## config.mk

```make
export PLATFORM = sky130hd
export DESIGN_NAME = spi_slave_burst_ctrl
export DESIGN_NICKNAME = d
export VERILOG_FILES = /design/src/rtl/spi_slave_pkg.sv /design/src/rtl/spi_slave_burst_ctrl_addr_gen.sv /design/src/rtl/spi_slave_burst_ctrl.sv
export SDC_FILE = /design/constraint.sdc
export NUM_CORES = 1
export LEC_CHECK = 0
export ABC_AREA = 1
export CAP_MARGIN = 20
export CORE_AREA = 2 2 120 146
export CTS_CLUSTER_DIAMETER = 100
export CTS_CLUSTER_SIZE = 24
export DETAILED_ROUTE_END_ITERATION = 7
export DIE_AREA = 0 0 122 148
export PLACE_DENSITY_LB_ADDON = 0.25
export SYNTH_ARGS = -nofsm -noshare
export SYNTH_HDL_FRONTEND = slang
export SYNTH_HIERARCHICAL = 1
export SYNTH_SLANG_ARGS = --single-unit
```

## constraint.sdc

```tcl
create_clock -name sclk -period 2 [get_ports sclk]
set_input_delay 0.2 -clock sclk [delete_from_list [all_inputs] [get_ports sclk]]
set_output_delay 0.2 -clock sclk [all_outputs]
set_load 0.01 [all_outputs]
```

## src/rtl/spi_slave_pkg.sv

```systemverilog
// Shared state encoding, opcodes, lane encodings and bit-count helpers
// for the SPI slave burst controller.
package spi_slave_pkg;

    typedef enum logic [2:0] {
        ST_CMD,
        ST_ADDR,
        ST_DUMMY,
        ST_DATA_RX,
        ST_DATA_TX,
        ST_ERROR
    } state_t;

    localparam logic [7:0] CMD_WR      = 8'h02;
    localparam logic [7:0] CMD_RD      = 8'h03;
    localparam logic [7:0] CMD_FAST_RD = 8'h0B;

    localparam logic [1:0] LANE_SINGLE = 2'b00;
    localparam logic [1:0] LANE_DUAL   = 2'b01;
    localparam logic [1:0] LANE_QUAD   = 2'b10;

    // Registered one-cycle strobes towards the shift registers and the plug.
    typedef struct packed {
        logic rx_upd;
        logic tx_upd;
        logic tx_valid;
        logic addr_valid;
        logic tx_ready;
    } strobe_t;

    function automatic logic [1:0] lane_sanitize(input logic [1:0] mode);
        return (mode == 2'b11) ? LANE_SINGLE : mode;
    endfunction

    // Shift-register load value for an n-bit field over the active lanes.
    function automatic logic [7:0] cnt(input int unsigned nbits, input logic [1:0] mode);
        int unsigned lanes;
        case (lane_sanitize(mode))
            LANE_DUAL: lanes = 2;
            LANE_QUAD: lanes = 4;
            default:   lanes = 1;
        endcase
        return 8'(nbits / lanes - 1);
    endfunction

endpackage

```

## src/rtl/spi_slave_burst_ctrl_addr_gen.sv

```systemverilog
// Beat address register: loads the decoded address, then advances one beat
// at a time, optionally wrapping inside a power-of-two window.
module spi_slave_addr_gen #(
    parameter int ADDR_WIDTH = 32,
    parameter int STEP       = 4
) (
    input  logic                  clk,
    input  logic                  rst,
    input  logic                  load,
    input  logic [ADDR_WIDTH-1:0] load_addr,
    input  logic                  advance,
    input  logic [15:0]           wrap_length,
    output logic [ADDR_WIDTH-1:0] addr
);

    logic [ADDR_WIDTH-1:0] mask;
    logic [ADDR_WIDTH-1:0] sum;
    logic [ADDR_WIDTH-1:0] next_addr;

    // Wrapping keeps the bits above the window and lets only the low bits roll over.
    always_comb begin
        mask      = ADDR_WIDTH'(wrap_length - 16'd1);
        sum       = addr + ADDR_WIDTH'(STEP);
        next_addr = (wrap_length == 16'd0) ? sum : ((addr & ~mask) | (sum & mask));
    end

    always_ff @(posedge clk or posedge rst) begin
        if (rst)          addr <= '0;
        else if (load)    addr <= load_addr;
        else if (advance) addr <= next_addr;
    end

endmodule

```

## src/rtl/spi_slave_burst_ctrl.sv

```systemverilog
// SPI slave protocol FSM: decodes CMD/ADDR/DUMMY/DATA phases, programs the
// rx/tx shift-register bit counters and streams burst beats to/from the plug.
module spi_slave_burst_ctrl
    import spi_slave_pkg::*;
#(
    parameter int                    ADDR_WIDTH   = 32,
    parameter int                    DATA_WIDTH   = 32,
    parameter logic [DATA_WIDTH-1:0] UNDERRUN_PAT = DATA_WIDTH'(32'hDEADBEEF)
) (
    input  logic                  sclk,
    input  logic                  cs,
    input  logic [1:0]            lane_mode,
    input  logic [7:0]            dummy_cycles,
    input  logic [15:0]           wrap_length,
    output logic [7:0]            rx_counter,
    output logic                  rx_counter_upd,
    input  logic [DATA_WIDTH-1:0] rx_data,
    input  logic                  rx_data_valid,
    output logic [7:0]            tx_counter,
    output logic                  tx_counter_upd,
    output logic [DATA_WIDTH-1:0] tx_data,
    output logic                  tx_data_valid,
    input  logic                  tx_done,
    output logic [1:0]            pad_mode,
    output logic                  pad_dir,
    output logic                  ctrl_rd_wr,
    output logic [ADDR_WIDTH-1:0] ctrl_addr,
    output logic                  ctrl_addr_valid,
    output logic [DATA_WIDTH-1:0] ctrl_data_rx,
    output logic                  ctrl_data_rx_valid,
    input  logic                  ctrl_data_rx_ready,
    input  logic [DATA_WIDTH-1:0] ctrl_data_tx,
    input  logic                  ctrl_data_tx_valid,
    output logic                  ctrl_data_tx_ready,
    output logic                  rx_overrun,
    output logic                  tx_underrun,
    output logic                  cmd_error
);

    state_t                state_q, state_n;
    strobe_t               stb_q, stb_n;
    logic [7:0]            rx_cnt_q, rx_cnt_n;
    logic [7:0]            tx_cnt_q, tx_cnt_n;
    logic [DATA_WIDTH-1:0] tx_data_q, tx_data_n;
    logic                  rd_q, rd_n;
    logic                  fast_q, fast_n;
    logic                  overrun_q, overrun_n;
    logic                  underrun_q, underrun_n;
    logic                  cmd_err_q, cmd_err_n;
    logic                  addr_load, addr_adv, tx_load;
    logic [1:0]            mode;

    assign mode = lane_sanitize(lane_mode);

    always_comb begin
        state_n    = state_q;
        stb_n      = '0;
        rx_cnt_n   = rx_cnt_q;
        tx_cnt_n   = tx_cnt_q;
        tx_data_n  = tx_data_q;
        rd_n       = rd_q;
        fast_n     = fast_q;
        overrun_n  = overrun_q;
        underrun_n = underrun_q;
        cmd_err_n  = cmd_err_q;
        addr_load  = 1'b0;
        addr_adv   = 1'b0;
        tx_load    = 1'b0;

        case (state_q)
            ST_CMD: if (rx_data_valid) begin
                case (rx_data[7:0])
                    CMD_WR, CMD_RD, CMD_FAST_RD: begin
                        state_n      = ST_ADDR;
                        rx_cnt_n     = cnt(ADDR_WIDTH, mode);
                        stb_n.rx_upd = 1'b1;
                        rd_n         = (rx_data[7:0] != CMD_WR);
                        fast_n       = (rx_data[7:0] == CMD_FAST_RD);
                    end
                    default: begin
                        state_n   = ST_ERROR;
                        cmd_err_n = 1'b1;
                    end
                endcase
            end
            ST_ADDR: if (rx_data_valid) begin
                addr_load        = 1'b1;
                stb_n.addr_valid = 1'b1;
                if (!rd_q) begin
                    state_n      = ST_DATA_RX;
                    rx_cnt_n     = cnt(DATA_WIDTH, mode);
                    stb_n.rx_upd = 1'b1;
                end else begin
                    // Request the first read word now so it can arrive during the dummy phase.
                    stb_n.tx_ready = 1'b1;
                    if (fast_q && dummy_cycles != 8'd0) begin
                        state_n      = ST_DUMMY;
                        rx_cnt_n     = dummy_cycles - 8'd1;
                        stb_n.rx_upd = 1'b1;
                    end else begin
                        state_n = ST_DATA_TX;
                        tx_load = 1'b1;
                    end
                end
            end
            ST_DUMMY: if (rx_data_valid) begin
                state_n = ST_DATA_TX;
                tx_load = 1'b1;
            end
            ST_DATA_RX: if (rx_data_valid) begin
                stb_n.rx_upd     = 1'b1;
                stb_n.addr_valid = 1'b1;
                addr_adv         = 1'b1;
                if (!ctrl_data_rx_ready) overrun_n = 1'b1;
            end
            ST_DATA_TX: if (tx_done) begin
                tx_load          = 1'b1;
                stb_n.tx_ready   = 1'b1;
                stb_n.addr_valid = 1'b1;
                addr_adv         = 1'b1;
            end
            default: ;
        endcase

        // Every tx word load: fresh count plus either plug data or the underrun filler.
        if (tx_load) begin
            stb_n.tx_upd   = 1'b1;
            stb_n.tx_valid = 1'b1;
            tx_cnt_n       = cnt(DATA_WIDTH, mode);
            if (ctrl_data_tx_valid) begin
                tx_data_n = ctrl_data_tx;
            end else begin
                tx_data_n  = UNDERRUN_PAT;
                underrun_n = 1'b1;
            end
        end
    end

    always_ff @(posedge sclk or posedge cs) begin
        if (cs) begin
            state_q    <= ST_CMD;
            stb_q      <= '0;
            rx_cnt_q   <= '0;
            tx_cnt_q   <= '0;
            tx_data_q  <= '0;
            rd_q       <= 1'b0;
            fast_q     <= 1'b0;
            overrun_q  <= 1'b0;
            underrun_q <= 1'b0;
            cmd_err_q  <= 1'b0;
        end else begin
            state_q    <= state_n;
            stb_q      <= stb_n;
            rx_cnt_q   <= rx_cnt_n;
            tx_cnt_q   <= tx_cnt_n;
            tx_data_q  <= tx_data_n;
            rd_q       <= rd_n;
            fast_q     <= fast_n;
            overrun_q  <= overrun_n;
            underrun_q <= underrun_n;
            cmd_err_q  <= cmd_err_n;
        end
    end

    spi_slave_addr_gen #(
        .ADDR_WIDTH (ADDR_WIDTH),
        .STEP       (DATA_WIDTH / 8)
    ) u_addr_gen (
        .clk         (sclk),
        .rst         (cs),
        .load        (addr_load),
        .load_addr   (ADDR_WIDTH'(rx_data)),
        .advance     (addr_adv),
        .wrap_length (wrap_length),
        .addr        (ctrl_addr)
    );

    // The command count must be ready before the first bit, so it bypasses the register.
    assign rx_counter         = (state_q == ST_CMD) ? cnt(8, mode) : rx_cnt_q;
    assign rx_counter_upd     = stb_q.rx_upd;
    assign tx_counter         = tx_cnt_q;
    assign tx_counter_upd     = stb_q.tx_upd;
    assign tx_data            = tx_data_q;
    assign tx_data_valid      = stb_q.tx_valid;
    assign pad_mode           = mode;
    assign pad_dir            = (state_q != ST_DATA_TX);
    assign ctrl_rd_wr         = rd_q;
    assign ctrl_addr_valid    = stb_q.addr_valid;
    assign ctrl_data_rx       = rx_data;
    assign ctrl_data_rx_valid = (state_q == ST_DATA_RX) && rx_data_valid;
    assign ctrl_data_tx_ready = stb_q.tx_ready;
    assign rx_overrun         = overrun_q;
    assign tx_underrun        = underrun_q;
    assign cmd_error          = cmd_err_q;

endmodule

```

# ---- Word level (Yosys, flattened, before mapping)
# Cells that the tools add are included.
dict set report word_totals {
  ff_bits 93
  out_inout_bits 125
  word_cells 114
}
dict set report classes {
  add_sub_neg 7
  div 4
  eq_ne 18
  mux 48
  bitwise_logic 7
  n_reduce_logical 15
}
# op n
set op_table {}
lappend op_table {{32-bit two-way mux} 11}
lappend op_table {{6-bit by 32-bit divider with 32-bit output (first input constant)} 3}
lappend op_table {{32-bit AND} 2}
lappend op_table {{8-bit two-way mux} 6}
lappend op_table {{8-bit by 1-bit subtractor with 8-bit output (second input constant)} 5}
lappend op_table {{32-bit by 3-bit adder with 32-bit output (second input constant)} 1}
lappend op_table {{4-bit by 32-bit divider with 32-bit output (first input constant)} 1}
lappend op_table {{32-bit NOT} 1}
lappend op_table {{32-bit OR} 1}
lappend op_table {{3-bit two-way mux} 6}
lappend op_table {{16-bit by 1-bit subtractor with 17-bit output (second input constant)} 1}
lappend op_table {{8-bit by 2-bit equality test with 1-bit output (second input constant)} 2}
lappend op_table {{16-bit logical NOT} 1}
lappend op_table {{8-bit one-hot mux with 2 select lines} 1}
lappend op_table {{1-bit two-way mux} 12}
lappend op_table {{2-bit two-way mux} 5}
lappend op_table {{1-bit one-hot mux with 3 select lines} 3}
lappend op_table {{3-bit one-hot mux with 3 select lines} 1}
lappend op_table {{3-bit AND reduction} 3}
lappend op_table {{8-bit by 4-bit equality test with 1-bit output (second input constant)} 1}
lappend op_table {{8-bit by 2-bit != test with 1-bit output (second input constant)} 1}
lappend op_table {{8-bit nonzero test} 1}
lappend op_table {{2-bit equality test (second input constant)} 3}
lappend op_table {{3-bit by 2-bit equality test with 1-bit output (second input constant)} 2}
lappend op_table {{17 further kinds} 25}

# ---- Longest topological paths before layout
# Gate-level depths: netlist of run 1.
dict set report depth {
  word_depth 14
  ltp_mapped 14
  mapped_depth_nobuf 14
}

# ---- Modules after synthesis
# Netlist of run 1, hierarchy kept.
# mod instances cells_per_inst area_each_um2 seq_area_each_um2
set by_module_without_submodules {}
lappend by_module_without_submodules {spi_slave_burst_ctrl 1 440 3545.9 1451.4}
lappend by_module_without_submodules {spi_slave_addr_gen 1 517 2996.6 800.8}

# ---- Worst setup path before layout of run 1
# Ideal clock, no wire load.
dict set report synth_timing {
  path_type {reg-to-reg}
  startpoint {register state_q[2]}
  endpoint {register with a tool-made name}
  arrival_time_ns 1.707
  required_time_ns 1.887
  slack_ns 0.180
  stages_incl_launch_ff 14
  path_buffers 1
  period_less_slack_ns 1.820
  cell_sequence {dfrtp_1 -> nor2_1 -> inv_1 -> nor2_1 -> inv_1 -> nand2_1 -> nor2_2 -> inv_2 -> nand2_4 -> buf_6 -> a21oi_2 -> nand2_1 -> nand2_1 -> inv_1}
}
# element line
set synth_rtl {}
lappend synth_rtl {{start: declaration} spi_slave_burst_ctrl.sv:40} ;# state_t state_q, state_n;
lappend synth_rtl {{start signal: assignment} spi_slave_burst_ctrl.sv:152} ;# state_q <= state_n;

# ---- Worst setup path after layout of run 1
dict set report layout_timing {
  startpoint {input lane_mode[1]}
  endpoint {output rx_counter[4]}
}
dict set report layout_via {
  elab_chain_cells 9
}
# element line
set layout_rtl {}
lappend layout_rtl {{start: declaration} spi_slave_burst_ctrl.sv:12} ;# input logic [1:0] lane_mode,
lappend layout_rtl {{2-bit equality test} spi_slave_pkg.sv:32} ;# return (mode == 2'b11) ? LANE_SINGLE : mode;
lappend layout_rtl {{2-bit two-way mux (*)} spi_slave_pkg.sv:32}
lappend layout_rtl {{2-bit equality test} spi_slave_pkg.sv:32}
lappend layout_rtl {{2-bit two-way mux (*)} spi_slave_pkg.sv:32}
lappend layout_rtl {{2-bit equality test / 2-bit by 1-bit equality test with 1-bit output (equally long branches)} spi_slave_pkg.sv:38} ;# case (lane_sanitize(mode))
lappend layout_rtl {{3-bit one-hot mux with 2 select lines (*)} spi_slave_pkg.sv:38}
lappend layout_rtl {{4-bit by 32-bit divider with 32-bit output (*)} spi_slave_pkg.sv:43} ;# return 8'(nbits / lanes - 1);
lappend layout_rtl {{8-bit by 1-bit subtractor with 8-bit output (*)} spi_slave_pkg.sv:43}
lappend layout_rtl {{8-bit two-way mux (*)} spi_slave_burst_ctrl.sv:179} ;# assign rx_counter = (state_q == ST_CMD) ? cnt(8, mode) : rx_cnt_q;
lappend layout_rtl {{end: declaration} spi_slave_burst_ctrl.sv:15} ;# output logic [7:0] rx_counter,
# Every way passes the cells marked *; elsewhere a longest branch is shown, timed or not.

==> reports/metrics.cfg, run 1 <==
[global_routing]
grt.met3_usage_pct=5.63
use_met1_pct=24.5
grt_pass1_vias=6350
busiest_layer=met2
grt_use_total_pct=21.5
antenna_found_initial=0
grt_pass1_wl_um=30700
grt_max_degree=38
grt_overflow=0
use_met2_pct=38.3

[floorplan]
initial_core_util_pct=39.4
die_h_um=148
die_w_um=122
pin_count=221
fp-row-count=52
coreArea_mm2=0.0166
die_area_mm2=0.0181

[sta]
fin_crit_sh_pct=93.9
setup_violations=0
worst_slew_pin_slew_ps=604
hold_viol=0
fin_skew_ps=9.76
slew_viol_final=0
period_needed_ps=1880
max_freq_mhz=532
relSlewSlack_pct=59.7

[clock_network]
cts_made_buffers=9
cts_tree=yes
path_clk_slew_ps=70
hold_buffers=0
htreeDepth=3
clock_latency_ps=350
clock_path_buffers=2
cts_sinks=90
cts_root_buffer=clkbuf_16

[yosys]
yosysWarnings=6
synth-seq-area-share_pct=34.4
synth_flop_cell=dfrtp_1
ys_types=42
netlist_instances=957
async_flop_share_pct=100
synth.area.top_cells=dfrtp_1, nand2_1, nor2_1
synth_top_cell_by_area=dfrtp_1
synth_edf_count=0
synth_area_per_cell_um2=6.84
synth_area_mm2=0.00654
synth-seq-cells=90
postSynthNetCount=1060
synth_top_area_share_pct=34.4

[final_layout]
post-route-util_pct=56.5
layout-drive-gt1-share_pct=15.8
layout_common_cells=nand2_1, clkdlybuf4s50_1, nor2_1
antenna_cells=0
area_growth_pct=43.4
fin_area_mm2=0.00938
nNetsFinal=1284
final_common_cell=nand2_1

[pwr]
power_density_mw_per_mm2=629
finalPower_mw=5.90
peakVddDrop_v=0.000336
leakagePower_nw=4.50

[detailed_routing]
drt-total-wl_um=19100
avgViaCountPerCell=4.75
vias=6663
wl_per_cell_um=13.6
drtIter0Drc=319
drcViolationCount=0
firstDrtPassIters=5
ant_nets=0

[placement]
dpl.hpwl_um=14900
place_area_mm2=0.00901
gp_congestion=0.915
io_buffers=219

[outcome]
status=finished clean

[setup_path]
cp-start-kind=input pin
critPathKind=in -> out
critPathArrivalTime_ps=1680
critical_path_required_ps=1800
r2r_slack_ps=160
endpoint_kind=output pin
r2r-start=state_q[1]
worstRegToRegCells=12
path_max_fanout=4

[hold_path]
worstHoldPathType=in -> async

[flow_run]
cap_violations=0

-- area by class of cell --
class	instances	area [um^2]
Fill cell	1593	7210
Multi-Input combinational cell	716	3530
Timing Repair Buffer	272	2660
Sequential cell	90	2250
Inverter	92	348
Tap cell	216	270
Clock buffer	10	239
Clock inverter	6	78.8
-- kinds of logic after synthesis --
| logic type | share of synthesized area, % |
|---|---|
| adder cells (fa/ha/maj) | 1.34 |
| flip-flops | 34.4 |
| XOR/XNOR | 1.20 |
| buffers and inverters | 12.0 |
| AO/OA/AOI/OAI | 6.12 |
| other | 0.0573 |
| AND/OR/NAND/NOR | 44.5 |
| multiplexers | 0.306 |
-- worst max-delay path: stages --
cell             delay, ps
clkdlybuf4s50_1        520
ha_2                   200
inv_2                   50
nor2_2                 100
nand2_1                100
nand2_2                 90
nand2_2                 70
o21ai_0                 80
clkdlybuf4s15_1        260
-- per-layer routing --
| metal | part of all wire [%] | vias up |
|---|---|---|
| met5 | 0 | - |
| met4 | 2.7 | 0 |
| met3 | 6.7 | 34 |
| met2 | 51 | 213 |
| met1 | 40 | 3031 |
| li1 | - | 3385 |
-- stage by stage --
step | hold WS, ps | cells | TNS (ps) | setup slack [ps]
2_1_floorplan | 298 | 957 | 0 | 180
3_3_place_gp | 448 | 1381 | -672 | -166
3_5_place_dp | 465 | 1381 | -886 | -219
4_1_cts | 199 | 1399 | 0 | 29.4
5_1_grt | 234 | 1402 | -10.6 | -7.80
6_report | 198 | 1402 | 0 | 122
-- synth_stat cells, types with 9 or more instances --
cell,instances
dfrtp_1,90
o21ai_0,23
nor2_1,101
inv_1,85
buf_6,9
buf_4,38
o21ai_1,10
or2_2,26
a21oi_2,13
nand3_2,35
nand3_1,52
nand2_1,378
-- how the worst max path moves through the flow --
stage,from,end,depth (start not counted),slack [ps]
finish,lane_mode[1],rx_counter[4],9,120
global route,lane_mode[0],rx_counter[6],9,-8
global placement,lane_mode[0],rx_counter[4],9,-170
floorplan,state_q[2],flip-flop,13,180
CTS,state_q[0],ctrl_data_rx_valid,5,30
detailed placement,lane_mode[1],rx_counter[4],9,-220
-- power by group --
part,switching [mW],leakage (nW),internal [mW],total (mW)
clock network,0.818,0.158,1.03,1.85
registers,0.249,1.10,2.05,2.30
logic,0.785,3.24,0.966,1.75
-- repair_timing --
action / CTS / global route
gates resized for setup: 12 / 9
setup buffers: 2 / 3
pin swaps: 0 / 3
endpoints found under the setup margin: 8 / 15
Power figures use the tool's default switching activity.
==> run 2, diff against run 1 <==
Settings changed: CELL_PAD_IN_SITES_DETAIL_PLACEMENT set to 0, CELL_PAD_IN_SITES_GLOBAL_PLACEMENT set to 1, CORE_AREA 2 2 120 146 to 2 2 134 162, DIE_AREA 0 0 122 148 to 0 0 136 164.
==> reports/metrics.cfg, run 2 (synthesis results as in run 1) <==
[sta]
worst_slew_pin_slew_ps=630  ; +25.2 ps
max_freq_mhz=533  ; +0.19%
layout_setup_ws_ps=125  ; +3.51 ps
hold_viol=0  ; unchanged
whs_ps=171  ; -26.6 ps
fin_crit_sh_pct=93.7  ; -0.18 points
relSlewSlack_pct=58.0  ; -1.7 points
period_needed_ps=1870  ; -3.51 ps
slew_viol_final=0  ; unchanged
fin_skew_ps=13.7  ; +3.97 ps
tns_ps=0  ; unchanged
setup_violations=0  ; unchanged

[final_layout]
multi_input_area_mm2=0.00352  ; -0.35%
layout-drive-gt1-share_pct=16.1  ; +0.33 points
nFillCells=2202  ; +38%
area_growth_pct=44.3
final_cells=1463  ; +4.4%
fin_area_mm2=0.00944  ; +0.65%
layout_common_cells=nand2_1, clkdlybuf4s50_1, nor2_1
final_common_cell=nand2_1
antenna_cells=0  ; unchanged
post-route-util_pct=45.5  ; -11 points
nNetsFinal=1291  ; +0.55%
seqCellArea_mm2=0.00225  ; unchanged

[setup_path]
worstRegToRegCells=10  ; -2
cp-start-kind=flip-flop
critPathKind=reg -> reg
crit_chain=ha_1, inv_1, nor2_4, nand3_2, nor2_4, nand2_1, o21ai_0, nand2_1, nand2_1, inv_1
critical_path_required_ps=2250  ; +450 ps
critPathArrivalTime_ps=2130  ; +450 ps
r2r-start=u_addr_gen/addr[2]
cp_slowest_cell=dfrtp_1
cp_common_cell=nand2_1
r2r_slack_ps=130  ; -30 ps
path_max_fanout=7  ; +3
endpoint_kind=flip-flop
critPathMaxStageDelay_ps=460  ; -60 ps

[placement]
dp_slack_ps=-229  ; -9.68 ps
gp_congestion=0.856  ; -6.4%
dpl.hpwl_um=16400  ; +10%
place_area_mm2=0.00913  ; +1.4%
io_buffers=219  ; unchanged
placed_cells=1444  ; +4.6%

[clock_network]
clock_path_buffers=2  ; unchanged
clock_latency_ps=360  ; about the same
cts_tree=yes
cts_made_buffers=9  ; unchanged
cts_sinks=90  ; unchanged
htreeDepth=3  ; unchanged
path_clk_slew_ps=80  ; about the same
cts_root_buffer=clkbuf_16

[detailed_routing]
ant_nets=0  ; unchanged
firstDrtPassIters=4  ; -1
drcViolationCount=0  ; unchanged
drtIter0Drc=247  ; -23%
vias=6571  ; -1.4%
avgViaCountPerCell=4.49  ; -5.5%
drt-total-wl_um=20900  ; +9.2%
wl_per_cell_um=14.3  ; +4.6%

[pwr]
leakagePower_nw=4.50  ; about the same
peakVddDrop_v=0.000378  ; +12%
p_comb_share_pct=30.6  ; +0.9 points
switching_share_pct=32.9  ; +1.5 points
finalPower_mw=5.83  ; -1.3%
intPower_mw=3.91  ; -3.5%
power_frac_seq_pct=39.4  ; +0.4 points
pwr-share-clk_pct=30.1  ; -1.3 points
p_sw_mw=1.92  ; +3.5%
power_density_mw_per_mm2=617  ; -1.9%

[global_routing]
antenna_found_initial=0  ; unchanged
grt_use_total_pct=19.0  ; -2.5 points
grt_pass1_vias=6477  ; +2.0%
grt_pass1_wl_um=32900  ; +7.3%
grt_max_degree=42  ; +11%
grt_overflow=0  ; unchanged

[floorplan]
initial_core_util_pct=31.5  ; -7.9 points
fp-row-count=58  ; +12%
die_area_mm2=0.0223  ; +24%
die_w_um=136  ; +11%
die_h_um=164  ; +11%
pin_count=221  ; unchanged
coreArea_mm2=0.0208  ; +25%

[flow_run]
cap_violations=0  ; unchanged

[hold_path]
worstHoldPathType=in -> async

[outcome]
status=finished clean

## run 2: cell types whose count changed in the layout (fill, tap and decap cells not counted), sizes merged
cell,delta
buf,+7
bufinv,-1
clkinv,+1
clkinvlp,+1
dlymetal6s2s,-1
## run 2: area by class of cell
type	count	share of cell area, %
timing repair buffer	279	28.5
tap	270	3.58
sequential	90	23.9
inverter	92	3.68
multi-input combinational	716	37.2
clock inverter	7	0.742
clock buffer	9	2.39
## run 2: worst max-delay path by stage
| stage | depth (start not counted) | start | endpoint | slack, ps |
|---|---|---|---|---|
| floorplan | 13 | state_q[2] | flip-flop | 180 |
| global placement | 9 | lane_mode[0] | rx_counter[4] | -180 |
| detailed placement | 9 | lane_mode[0] | rx_counter[4] | -230 |
| CTS | 9 | lane_mode[0] | rx_counter[4] | 30 |
| global route | 9 | lane_mode[0] | rx_counter[4] | -5 |
| finish | 10 | u_addr_gen/addr[2] | flip-flop | 130 |
## run 2: critical path, delay by kind of cell (launching register included)
family                     cells  cell delay, ps
AOI/OAI and AO/OA              1             170
adders and majority gates      1             250
buffers and inverters          2             130
DFF                            1             460
and+or+nand+nor                6             770
## run 2: power groups by stage
stage	logic [mW]	clock network (mW)	registers [mW]
floorplan	0.720	0	2.39
finish	1.78	1.75	2.29
CTS	1.81	1.81	2.30
detailed placement	1.80	0	2.33
global route	1.95	1.88	2.34
global placement	1.79	0	2.33
## run 2: what timing repair did
item,4_1_cts,5_1_grt
pin swaps,0,2
hold buffers,0,0
endpoints found under the setup margin,9,6
setup buffers,0,3
resized for setup,10,9
## run 2: routing by layer
layer	up-vias	global-route usage, %	part of all wire [%]
met1	2994	22.1	41
met5	-	0	0
li1	3401	-	-
met3	16	4.35	6.4
met4	0	5.35	1.4
met2	160	34.6	52
==> patch (config.mk and constraints of run 2) <==
Register the outputs `rx_counter`, `rx_counter_upd` and `tx_counter_upd`, without a reset; this adds one clock of latency there. The other outputs are not delayed to match.
--- a/src/rtl/spi_slave_burst_ctrl.sv
+++ b/src/rtl/spi_slave_burst_ctrl.sv
@@ -177,8 +177,10 @@
 
     // The command count must be ready before the first bit, so it bypasses the register.
-    assign rx_counter         = (state_q == ST_CMD) ? cnt(8, mode) : rx_cnt_q;
-    assign rx_counter_upd     = stb_q.rx_upd;
     assign tx_counter         = tx_cnt_q;
-    assign tx_counter_upd     = stb_q.tx_upd;
+    always_ff @(posedge sclk) begin
+        rx_counter     <= (state_q == ST_CMD) ? cnt(8, mode) : rx_cnt_q;
+        rx_counter_upd <= stb_q.rx_upd;
+        tx_counter_upd <= stb_q.tx_upd;
+    end
     assign tx_data            = tx_data_q;
     assign tx_data_valid      = stb_q.tx_valid;
Check against the original RTL: not equivalent (Yosys sat finds a counterexample within 4 cycles, from zero or initial values).
==> patch against run 2 <==
Cell area fell by 2.5%. Cell count fell by 2.9%. Setup slack improved by 0.057 ns. Area after synthesis fell by 3.1%. Routed wire length fell by 2.3%. Worst hold slack improved by 0.030 ns. Global-route usage fell by 0.068 points. Sequential cell count rose by 10.
Power is not compared: it rests on default switching activity, and its combinational part moved more than twofold at a synthesized area within 25%.
==> patch: results (changes against run 2) <==
detailed_routing:
  avgViaCountPerCell: 4.49  # about the same
  wl_per_cell_um: 14.3  # about the same
  dr_wl_met2_mm: 10.4  # was 10.8 mm
  wl_met3_mm: 1.22  # was 1.33 mm
  dr.pass1.iters: 5  # was 4
  drt_iter0_markers: 280  # was 247
  wl_met1_mm: 8.50  # was 8.45 mm
  drt-total-wl_mm: 20.4  # was 20.9 mm
  routed.top_layer: "met4"  # unchanged
clock_tree:
  clk_latency_ns: 0.36  # about the same
  post_cts_resize_count: 0  # was 10
  post_cts_buffers: 0  # unchanged
  clkTransAtPathRegs_ns: 0.08  # about the same
  htreeDepth: 3  # unchanged
power:
  combinationalPowerShare_pct: 17.7
  clock_power_share_pct: 37.6
  p_int_mw: 3.47
  ir_worst_vdd_mv: 0.570
  power_leakage_nw: 4.33
logic_synthesis:
  synthFlopType: "dfrtp_1"  # unchanged
  yosys.cell_types.count: 40  # was 42
  yosysSeqAreaShare_pct: 38.7  # was 34.4%
  synth_compound_area_share_pct: 9.04  # was 6.12%
  netlist_instances: 925  # was 957
  async_flop_share_pct: 90.0  # was 100%
  synth_adder_area_share_pct: 1.38  # was 1.34%
  synth_common_cells: "365 x nand2_1, 106 x nor2_1, 90 x dfrtp_1"  # was 378 x nand2_1, 101 x nor2_1, 90 x dfrtp_1
  synth_xor_area_share_pct: 0.829  # was 1.20%
  syn-num-nets: 1028  # was 1060
  synthMuxAreaShare_pct: 0.316  # was 0.306%
  synth.area.top_cells: "dfrtp_1 36%, nand2_1 22%, nor2_1 6.3%"  # was dfrtp_1 34%, nand2_1 22%, nor2_1 5.8%
  yosys_warnings: 6  # unchanged
timing:
  hold_ws_ns: 0.201  # was 0.171 ns
  worst_clock_skew_ns: 0.00889  # was 0.0137 ns
placed_design:
  io_buffers: 219  # unchanged
  dpl_cell_area_um2: 8890  # was 9130 µm²
  placed_cells: 1404  # was 1444
  hpwl_mm: 16.2  # was 16.4 mm
  place_congestion: 0.848  # was 0.856
grt:
  track_usage_pct: 18.9  # was 19.0%
  met1_usage_pct: 22.7  # was 22.1%
  use_met3_pct: 4.78  # was 4.35%
  grt_pass1_wl_mm: 32.9  # about the same
  grt_pass1_vias: 6355  # was 6477
  grt_max_degree: 41  # was 42
  grt_util_met2_pct: 33.8  # was 34.6%
critical_path:
  rrSetupSlack_ns: 0.18  # was 0.13 ns
  cpPeakStageDelay_ns: 0.44  # was 0.46 ns
  r2r_cells: 10  # unchanged
  cpMaxStageDelayCell: "dfrtp_1"  # unchanged
  critPathTopFamily: "simple AND/OR/NAND/NOR gates"  # unchanged
hold_path:
  hold_class: "input pin to asynchronous set/reset pin"  # unchanged
finish:
  final_nets: 1248  # was 1291
  n_fill_cell: 2228  # was 2202
  layout-drive-gt1-share_pct: 10.4  # was 16.1%
status:
  status: "finished, final reports clean"  # unchanged
patch: changes by cell type after synthesis, sizes merged, moves of 2 or more:
cell / run 2 / this run
nand2: 386 / 373
xor2: 7 / 4
inv: 92 / 88
o21ai: 34 / 68
clkinv: 0 / 2
or2: 27 / 4
buf: 54 / 48
o31ai: 2 / 0
dfxtp: 0 / 10
nand3: 88 / 58
patch: through the flow:
| step | util, % | setup WS (ns) | power [mW] |
|---|---|---|---|
| floorplan | - | 0.168 | 2.54 |
| global placement | 42.8 | 0.0376 | 3.08 |
| detailed placement | 42.8 | 0.0190 | 3.08 |
| CTS | 44.3 | 0.0318 | 4.96 |
| global route | 44.4 | 0.00315 | 5.11 |
| finish | 44.4 | 0.182 | 4.86 |
patch: area by class of cell:
class	count	area share, %
Timing Repair Buffer	263	28.2
Tap cell	270	3.67
Sequential cell	100	26.7
Inverter	90	3.78
Multi-Input combinational cell	681	34.3
Clock buffer	9	2.45
Clock inverter	7	0.938
